===== config.mk =====
export PLATFORM = sky130hd
export DESIGN_NAME = sync_buffer
export DESIGN_NICKNAME = d
export VERILOG_FILES = /design/src/rtl/buffer_pkg.sv /design/src/rtl/sync_buffer_mem.sv /design/src/rtl/sync_buffer.sv
export SDC_FILE = /design/constraint.sdc
export NUM_CORES = 1
export LEC_CHECK = 0
export ABC_CLOCK_PERIOD_IN_PS = 8720
export CAP_MARGIN = 20
export CORE_ASPECT_RATIO = 1.5
export CORE_UTILIZATION = 65
export CTS_BUF_LIST = sky130_fd_sc_hd__clkbuf_8
export DETAILED_ROUTE_END_ITERATION = 10
export GPL_TIMING_DRIVEN = 0
export MAX_ROUTING_LAYER = met4
export PLACE_DENSITY = 0.92
export SLEW_MARGIN = 20
export SYNTH_ARGS = -nofsm -noshare
export SYNTH_HDL_FRONTEND = slang
export SYNTH_SLANG_ARGS = --single-unit

===== constraint.sdc =====
create_clock -name clk -period 8.72 [get_ports clk]
set_input_delay 1.308 -clock clk [delete_from_list [all_inputs] [get_ports clk]]
set_output_delay 1.308 -clock clk [all_outputs]
set_load 0.05 [all_outputs]

===== src/rtl/buffer_pkg.sv =====
// rtl/buffer_pkg.sv - shared constants and width helpers for sync_buffer
package buffer_pkg;

  localparam int unsigned DEF_DATA_W = 16;
  localparam int unsigned DEF_DEPTH  = 8;

  // Ceiling log2, usable in parameter/localparam expressions.
  function automatic int unsigned clog2(input int unsigned value);
    int unsigned r;
    r = 0;
    while ((32'd1 << r) < value) r = r + 1;
    return r;
  endfunction

  // Pointer/count width: address bits plus one wrap bit.
  function automatic int unsigned cw_of(input int unsigned depth);
    return clog2(depth) + 1;
  endfunction

  localparam int unsigned DEF_CW = cw_of(DEF_DEPTH);

endpackage


===== src/rtl/sync_buffer_mem.sv =====
// rtl/sync_buffer_mem.sv - DEPTH x DATA_W storage, one write port, one registered read port
module sync_buffer_mem
  import buffer_pkg::*;
#(
  parameter int unsigned DATA_W = DEF_DATA_W,
  parameter int unsigned DEPTH  = DEF_DEPTH,
  localparam int unsigned AW    = clog2(DEPTH)
) (
  input  logic              clk,
  input  logic              wr_en_i,
  input  logic [AW-1:0]     wr_addr_i,
  input  logic [DATA_W-1:0] wr_data_i,
  input  logic              rd_en_i,
  input  logic [AW-1:0]     rd_addr_i,
  output logic [DATA_W-1:0] rd_data_o
);

  logic [DATA_W-1:0] mem_q [DEPTH];
  logic [DATA_W-1:0] rd_data_q;

  // Storage write; contents are intentionally never reset.
  always_ff @(posedge clk) begin
    if (wr_en_i) mem_q[wr_addr_i] <= wr_data_i;
  end

  // Synchronous read; output holds its value while no read is requested.
  always_ff @(posedge clk) begin
    if (rd_en_i) rd_data_q <= mem_q[rd_addr_i];
  end

  assign rd_data_o = rd_data_q;

endmodule


===== src/rtl/sync_buffer.sv =====
// rtl/sync_buffer.sv - single-clock FIFO with count, thresholds, registered read; SYNC_BUFFER_ERR_EN adds sticky overflow/underflow
module sync_buffer
  import buffer_pkg::*;
#(
  parameter int unsigned DATA_W    = DEF_DATA_W,
  parameter int unsigned DEPTH     = DEF_DEPTH,
  parameter int unsigned AFULL_TH  = 6,
  parameter int unsigned AEMPTY_TH = 2,
  localparam int unsigned AW       = clog2(DEPTH),
  localparam int unsigned CW       = AW + 1
) (
  input  logic              clk,
  input  logic              rst_n,
  input  logic              wr_en,
  input  logic [DATA_W-1:0] wr_data,
  input  logic              rd_en,
  output logic [DATA_W-1:0] rd_data,
  output logic              rd_valid,
  output logic [CW-1:0]     count,
  output logic              empty,
  output logic              full,
  output logic              almost_empty,
  output logic              almost_full,
  output logic              overflow,
  output logic              underflow
);

  logic [CW-1:0]     wr_ptr_q, wr_ptr_d;
  logic [CW-1:0]     rd_ptr_q, rd_ptr_d;
  logic [CW-1:0]     count_q, count_d;
  logic              rd_valid_q;
  logic              rd_seen_q;
  logic              wr_acc;
  logic              rd_acc;
  logic [DATA_W-1:0] mem_rdata;

  // Flags come only from registered pointers, so they reflect pre-edge state.
  assign empty = (wr_ptr_q == rd_ptr_q);
  assign full  = (wr_ptr_q[AW-1:0] == rd_ptr_q[AW-1:0]) && (wr_ptr_q[AW] != rd_ptr_q[AW]);

  assign wr_acc = wr_en && !full;
  assign rd_acc = rd_en && !empty;

  // Next-state pointers and occupancy; wrap is plain modulo 2*DEPTH.
  always_comb begin
    wr_ptr_d = wr_ptr_q;
    rd_ptr_d = rd_ptr_q;
    if (wr_acc) wr_ptr_d = wr_ptr_q + CW'(1);
    if (rd_acc) rd_ptr_d = rd_ptr_q + CW'(1);
    count_d = wr_ptr_d - rd_ptr_d;
  end

  // Pointer, count and read-strobe registers.
  always_ff @(posedge clk or negedge rst_n) begin
    if (!rst_n) begin
      wr_ptr_q   <= '0;
      rd_ptr_q   <= '0;
      count_q    <= '0;
      rd_valid_q <= 1'b0;
      rd_seen_q  <= 1'b0;
    end else begin
      wr_ptr_q   <= wr_ptr_d;
      rd_ptr_q   <= rd_ptr_d;
      count_q    <= count_d;
      rd_valid_q <= rd_acc;
      if (rd_acc) rd_seen_q <= 1'b1;
    end
  end

  sync_buffer_mem #(
    .DATA_W (DATA_W),
    .DEPTH  (DEPTH)
  ) u_mem (
    .clk       (clk),
    .wr_en_i   (wr_acc),
    .wr_addr_i (wr_ptr_q[AW-1:0]),
    .wr_data_i (wr_data),
    .rd_en_i   (rd_acc),
    .rd_addr_i (rd_ptr_q[AW-1:0]),
    .rd_data_o (mem_rdata)
  );

  // The storage read register has no reset, so mask it to zero until the
  // first accepted read after reset reloads it.
  assign rd_data      = rd_seen_q ? mem_rdata : '0;
  assign rd_valid     = rd_valid_q;
  assign count        = count_q;
  assign almost_empty = (count_q <= CW'(AEMPTY_TH));
  assign almost_full  = (count_q >= CW'(AFULL_TH));

`ifdef SYNC_BUFFER_ERR_EN
  logic overflow_q;
  logic underflow_q;

  // Sticky error flags, cleared only by reset.
  always_ff @(posedge clk or negedge rst_n) begin
    if (!rst_n) begin
      overflow_q  <= 1'b0;
      underflow_q <= 1'b0;
    end else begin
      if (wr_en && full)  overflow_q  <= 1'b1;
      if (rd_en && empty) underflow_q <= 1'b1;
    end
  end

  assign overflow  = overflow_q;
  assign underflow = underflow_q;
`else
  assign overflow  = 1'b0;
  assign underflow = 1'b0;
`endif

endmodule


# Word-level counts from Yosys, hierarchy flattened
# Memories as Yosys holds them, arrays and structs flattened. A register that Yosys moved wholly into a read port is not among the register bits.
# Index checks and enable logic that the tools add are counted.
classes:
  n_reduce_logical: 5
  mux: 5
  n_lt_le_gt_ge: 2
  add_sub_neg: 3
  eq_ne: 3
ops:
  columns: ["op", "n"]
  rows:
  - ["two-way mux 16 bit", 1]
  - ["adder 4 x 1 -> 4 bit, second input constant", 2]
  - ["two-way mux 4 bit", 2]
  - ["== test 4 bit", 1]
  - ["greater-or-equal comparator 4 x 3 -> 1 bit, second input constant", 1]
  - ["<= comparator 4 x 2 -> 1 bit, second input constant", 1]
  - ["subtractor 4 bit", 1]
  - ["== test 3 bit", 1]
  - ["logical AND 1 bit", 3]
  - ["logical NOT 1 bit", 2]
  - ["two-way mux 1 bit", 2]
  - ["!= test 1 bit", 1]
word_totals:
  regBits: 14
  mem_bits_rw: 128
  mem_count: 1
  word_cells: 24
  out_inout_bits: 27
mem_list:
  columns: ["name", "words", "width", "read_ports", "rd_ports_with_merged_regs", "wr", "line_no", "text"]
  rows:
  - ["u_mem.mem_q", 8, 16, 1, 1, 1, "sync_buffer_mem.sv:18", "logic [DATA_W-1:0] mem_q [DEPTH];"]

# Longest topological paths before layout
logic_depth:
  ltp_word: 6
  depth_mapped: 11
  depth_no_buf: 10

# Hierarchy
# A second synthesis with hierarchy kept.
hier_totals:
  cells_unflattened: 306
  hier_area_um2: 6372.4
modules_own_cells:
  columns: ["module", "seq_area_each_um2", "area_per_inst_um2", "cells_each", "n_inst"]
  rows:
  - ["sync_buffer_mem", 4324.1, 5454.0, 214, 1]
  - ["sync_buffer", 350.3, 918.4, 92, 1]

# Worst setup path before layout
# No wires, ideal clock.
synth_timing:
  path_kind: "input to register"
  start: "input port wr_en"
  end: "memory u_mem.mem_q[6][0] (netlist bit) (enable)"
  slack_ns: 5.124
  arrival_ns: 3.160
  t_required_ns: 8.284
  cell_stages: 2
  n_path_buf: 0
  path_cell_list: "nand2_1 nor4b_1"
synth_between:
  elab_chain_len: 3
synth_lines:
  columns: ["item", "line_no", "text"]
  rows:
  - ["from (decl)", "sync_buffer.sv:14", "input logic wr_en,"]
  - ["logical AND 1 bit", "sync_buffer.sv:41", "assign wr_acc = wr_en && !full;"]
  - ["two-way mux 1 bit", "sync_buffer_mem.sv:23", "if (wr_en_i) mem_q[wr_addr_i] <= wr_data_i;"]
  - ["two-way mux 1 bit (not written as such)", "sync_buffer_mem.sv:23", null]
  - ["to (decl)", "sync_buffer_mem.sv:18", null]
# No other way between the ends.

# Worst setup path in the final report
layout_timing:
  start: "register wr_ptr_q[0]"
  end: "output port full"
layout_between:
  elab_chain_len: 2
layout_lines:
  columns: ["item", "line_no", "text"]
  rows:
  - ["from (decl)", "sync_buffer.sv:28", "logic [CW-1:0] wr_ptr_q, wr_ptr_d;"]
  - ["from (signal assigned)", "sync_buffer.sv:62", "wr_ptr_q <= wr_ptr_d;"]
  - ["== test 3 bit", "sync_buffer.sv:39", "assign full = (wr_ptr_q[AW-1:0] == rd_ptr_q[AW-1:0]) && (wr_ptr_q[AW] != rd_ptr_q[AW]);"]
  - ["logical AND 1 bit", "sync_buffer.sv:39", null]
  - ["to (decl)", "sync_buffer.sv:21", "output logic full,"]
# No other way between the ends.

==> impl_summary.md <==
Final layout
Leaving out fill and tap cells, the most frequent cells in the layout are sky130_fd_sc_hd__edfxtp_1, sky130_fd_sc_hd__clkdlybuf4s50_1, sky130_fd_sc_hd__mux4_1. The area overhead of the layout relative to synthesis is 19.3%. The number of antenna diodes in the final layout is 0. After the last flow step, the layout net total stands at 410. The filler cell count in the final layout is about 440. The register area is around 4700 µm².

The most common library cell in the layout ignoring fill and taps is sky130_fd_sc_hd__edfxtp_1. Of the cells placed in the final design, the portion with a size suffix greater than 1 is 0.257. The area of combinational cells with multiple inputs is 1600 µm².

Floorplanning
In this run the vertical extent of the chip is 123 µm. The initial core utilization is 0.680. The placeable core region is approximately 9400 µm². The floorplan row count is 43. The floorplan step defined a die boundary enclosing a little over 10000 µm².

47 I/O pins were placed. Measured along the x axis, the die boundary spans slightly above 80 µm.

Power and ir drop
Summed over all cells, the static leakage comes to 0.00266 µW. Across the VDD grid, the largest voltage drop is 0.396 mV. The design draws roughly 2900 µW. The areal power density over the cells is roughly 380 nW/µm².

Detailed routing
Detailed routing inserted a total of approximately 3200 vias. The total DRC errors in the routed layout is 0. The detailed-route wire length per cell is between 20 and 25 µm. After detailed routing, the number of vias per cell comes to ~6.3.

For this block, the initial DRC count from the detailed router was between 200 and 250. The sum of routed wire length over all layers is roughly 13 mm. The first detailed-routing pass took 5 iterations. In this run the remaining antenna-violating nets after routing total 0.

STA
Setup repair after global routing left no endpoint under its margin. The setup-violating endpoint count in the final report is 0. At the pin with the least slew margin, the transition time is 814 ps. The summed negative setup slack over all endpoints is 0 ps. The tightest slew margin relative to the limit is 0.453. Of the available clock period, the critical path in the final layout requires 0.453. The clock skew after layout is between 10 and 15 ps. The number of hold violations in the final report is 0. Based on the critical path, the design can be clocked at up to 253 MHz. For the finished layout, the period the worst path requires is just under 4000 ps.

The max-slew violation total from the final report is 0.

Synth
Of all flip-flops after synthesis, the portion carrying an async set or reset was 0.0886. The post-synthesis instance total is slightly above 300. Counting flops with a built-in enable in the synthesized netlist gives 144. The part of the Yosys area used for sequential elements is 0.734. The count of unique library cells instantiated by Yosys is 41.

The Yosys step of the flow raised 0 warnings. The commonest register cell after synthesis is sky130_fd_sc_hd__edfxtp_1. After synthesis the netlist holds a flip-flop and latch count of ~160. Each instance of the synthesized netlist takes up on average about 21 µm². The cell area after technology mapping is between 6000 and 7000 µm².

GRT
The initial antenna violation count came to 0. In the global route stage, overall resource usage came out at 0.280. The number of global-route vias before repair is 3374. The global-route wire length before repair is 19.2 mm. Entering global routing, the biggest net connects 20 pins. The sum of overflow across all layers after global routing is 0.

CTS
The hold-fix buffer count after cts is 0. The tree built by TritonCTS fans out to ~160 sinks. After clock tree synthesis, the clock-pin slew on the worst setup and hold paths is 80 ps. The cell sitting at the root of the clock tree is a sky130_fd_sc_hd__clkbuf_8. The number of buffers added by the clock tree synthesis step is 17. The maximum level of the CTS H-tree is 4. The clock latency on the worst-skew pair is roughly 440 ps. Once the clock tree was built, the setup fixing pass inserted 0 buffers. The CTS tree is yes. The number of buffers on the longest clock path is 2. The number of gates resized after CTS was 0.

Flow run
The tool flagged a number of max-cap violations equal to 0.

Worst hold path
The class of the tightest hold or removal check is register to register.

Place
At the end of routability-driven placement, the weighted congestion stood at roughly 0.8. Detailed placement ended at an HPWL of just under 8 mm. Port buffering added 44 buffers.

Worst setup path
The maximum fanout along the worst path is 9. The required arrival time at the worst endpoint is about 7400 ps. The critical setup path kind is register to output port. STA classifies the critical path startpoint as a register. The nature of the critical path endpoint is an output port. STA puts the critical path data arrival time at ~2600 ps.

Outcome
The run finished with clean final reports.
-- report_power, final --
part	total, µW	switching, µW	internal (µW)	leakage, µW
Combinational	1190	689	501	0.000946
Sequential	1090	60.1	1030	0.00148
Clock	618	254	364	0.000237
Total	2900	1000	1890	0.00266
-- cell usage after synthesis, types with 2 or more instances --
cell | count | share of area
sky130_fd_sc_hd__nand4_1 | 2 | 0.0020
sky130_fd_sc_hd__buf_4 | 3 | 0.0035
sky130_fd_sc_hd__a21o_1 | 2 | 0.0024
sky130_fd_sc_hd__inv_1 | 6 | 0.0035
sky130_fd_sc_hd__nand3_1 | 2 | 0.0016
sky130_fd_sc_hd__xor2_1 | 2 | 0.0028
sky130_fd_sc_hd__mux4_1 | 20 | 0.082
sky130_fd_sc_hd__buf_2 | 2 | 0.0016
sky130_fd_sc_hd__mux2_2 | 18 | 0.032
sky130_fd_sc_hd__dfrtp_1 | 14 | 0.055
sky130_fd_sc_hd__xnor2_1 | 6 | 0.0082
sky130_fd_sc_hd__and2_1 | 16 | 0.016
sky130_fd_sc_hd__nor4_1 | 2 | 0.0020
sky130_fd_sc_hd__ha_1 | 5 | 0.0098
sky130_fd_sc_hd__buf_6 | 5 | 0.0088
sky130_fd_sc_hd__nor2_1 | 5 | 0.0029
sky130_fd_sc_hd__nand2_1 | 7 | 0.0041
sky130_fd_sc_hd__clkbuf_1 | 4 | 0.0024
sky130_fd_sc_hd__mux4_2 | 12 | 0.042
sky130_fd_sc_hd__edfxtp_1 | 144 | 0.68
sky130_fd_sc_hd__xnor2_2 | 3 | 0.0077
sky130_fd_sc_hd__nor3_1 | 4 | 0.0031
-- metal layers --
metal  vias to the layer above  global-route usage  wire [µm]
met5                         -                   -          0
met4                         0               0.164        530
met3                        37              0.0554        642
met2                       149               0.467       6790
met1                      1644               0.320       4670
li1                       1395                   -          -
-- final cells by class --
cell class              count  share of cell area
multi-input cells         124               0.211
well taps                 112              0.0184
inverters                   7             0.00346
flip-flops and latches    158               0.615
clock buffers              17              0.0308
repair buffers             61              0.0772
plain buffers              15              0.0142
clock inverters            15              0.0298
-- critical path, cell delays in order (launching register included) --
cell and delay, ps:
sky130_fd_sc_hd__dfrtp_1 400, sky130_fd_sc_hd__buf_2 210, sky130_fd_sc_hd__xnor2_2 220, sky130_fd_sc_hd__nand4_1 220, sky130_fd_sc_hd__inv_1 300, sky130_fd_sc_hd__clkdlybuf4s50_1 860
-- cell families (layout without fill, tap and decap cells) --
kind of cell	after synthesis	in the layout	share of synthesized area
flip-flops	158	158	0.734
multiplexers	51	51	0.158
AND/OR/NAND/NOR	44	44	0.0409
buffers and inverters	22	115	0.0210
XOR/XNOR	12	12	0.0212
AO/OA/AOI/OAI	9	9	0.0112
adder cells (fa/ha/maj)	6	6	0.0130
other	1	2	0.000589
-- worst paths after layout --
path                             start          end  slack (ps)  depth (start not counted)
min in group asynchronous        rst_n    rd_seen_q        1250                          1
min                        rd_ptr_q[3]  rd_ptr_q[3]         630                          2
max                        wr_ptr_q[0]         full        4770                          5
max reg2reg                wr_ptr_q[0]     count[3]        5940                         10
max in group asynchronous        rst_n  wr_ptr_q[0]        7060                          1
min reg2reg                rd_ptr_q[3]  rd_ptr_q[3]         630                          2
-- through the flow --
step           utilization  setup WS (ps)  cell area [µm²]  hold slack [ps]  instances
3_3_place_gp         0.743           3090             6950              595        460
6_report             0.812           4770             7600              633        509
5_1_grt              0.812           4630             7600              682        509
3_5_place_dp         0.763           5020             7140              620        477
2_1_floorplan            -           5120             6370              511        304
4_1_cts              0.812           4760             7600              634        509
-- flip-flops by register name, summed over array words and instances (netlist names), named ones only --
name / cells
u_mem.rd_data_o: 16
wr_ptr_q: 4
rd_valid: 1
rd_ptr_q: 3
count: 4
u_mem.mem_q: 128
rd_seen_q: 1
(Power assumes the default switching activity.)
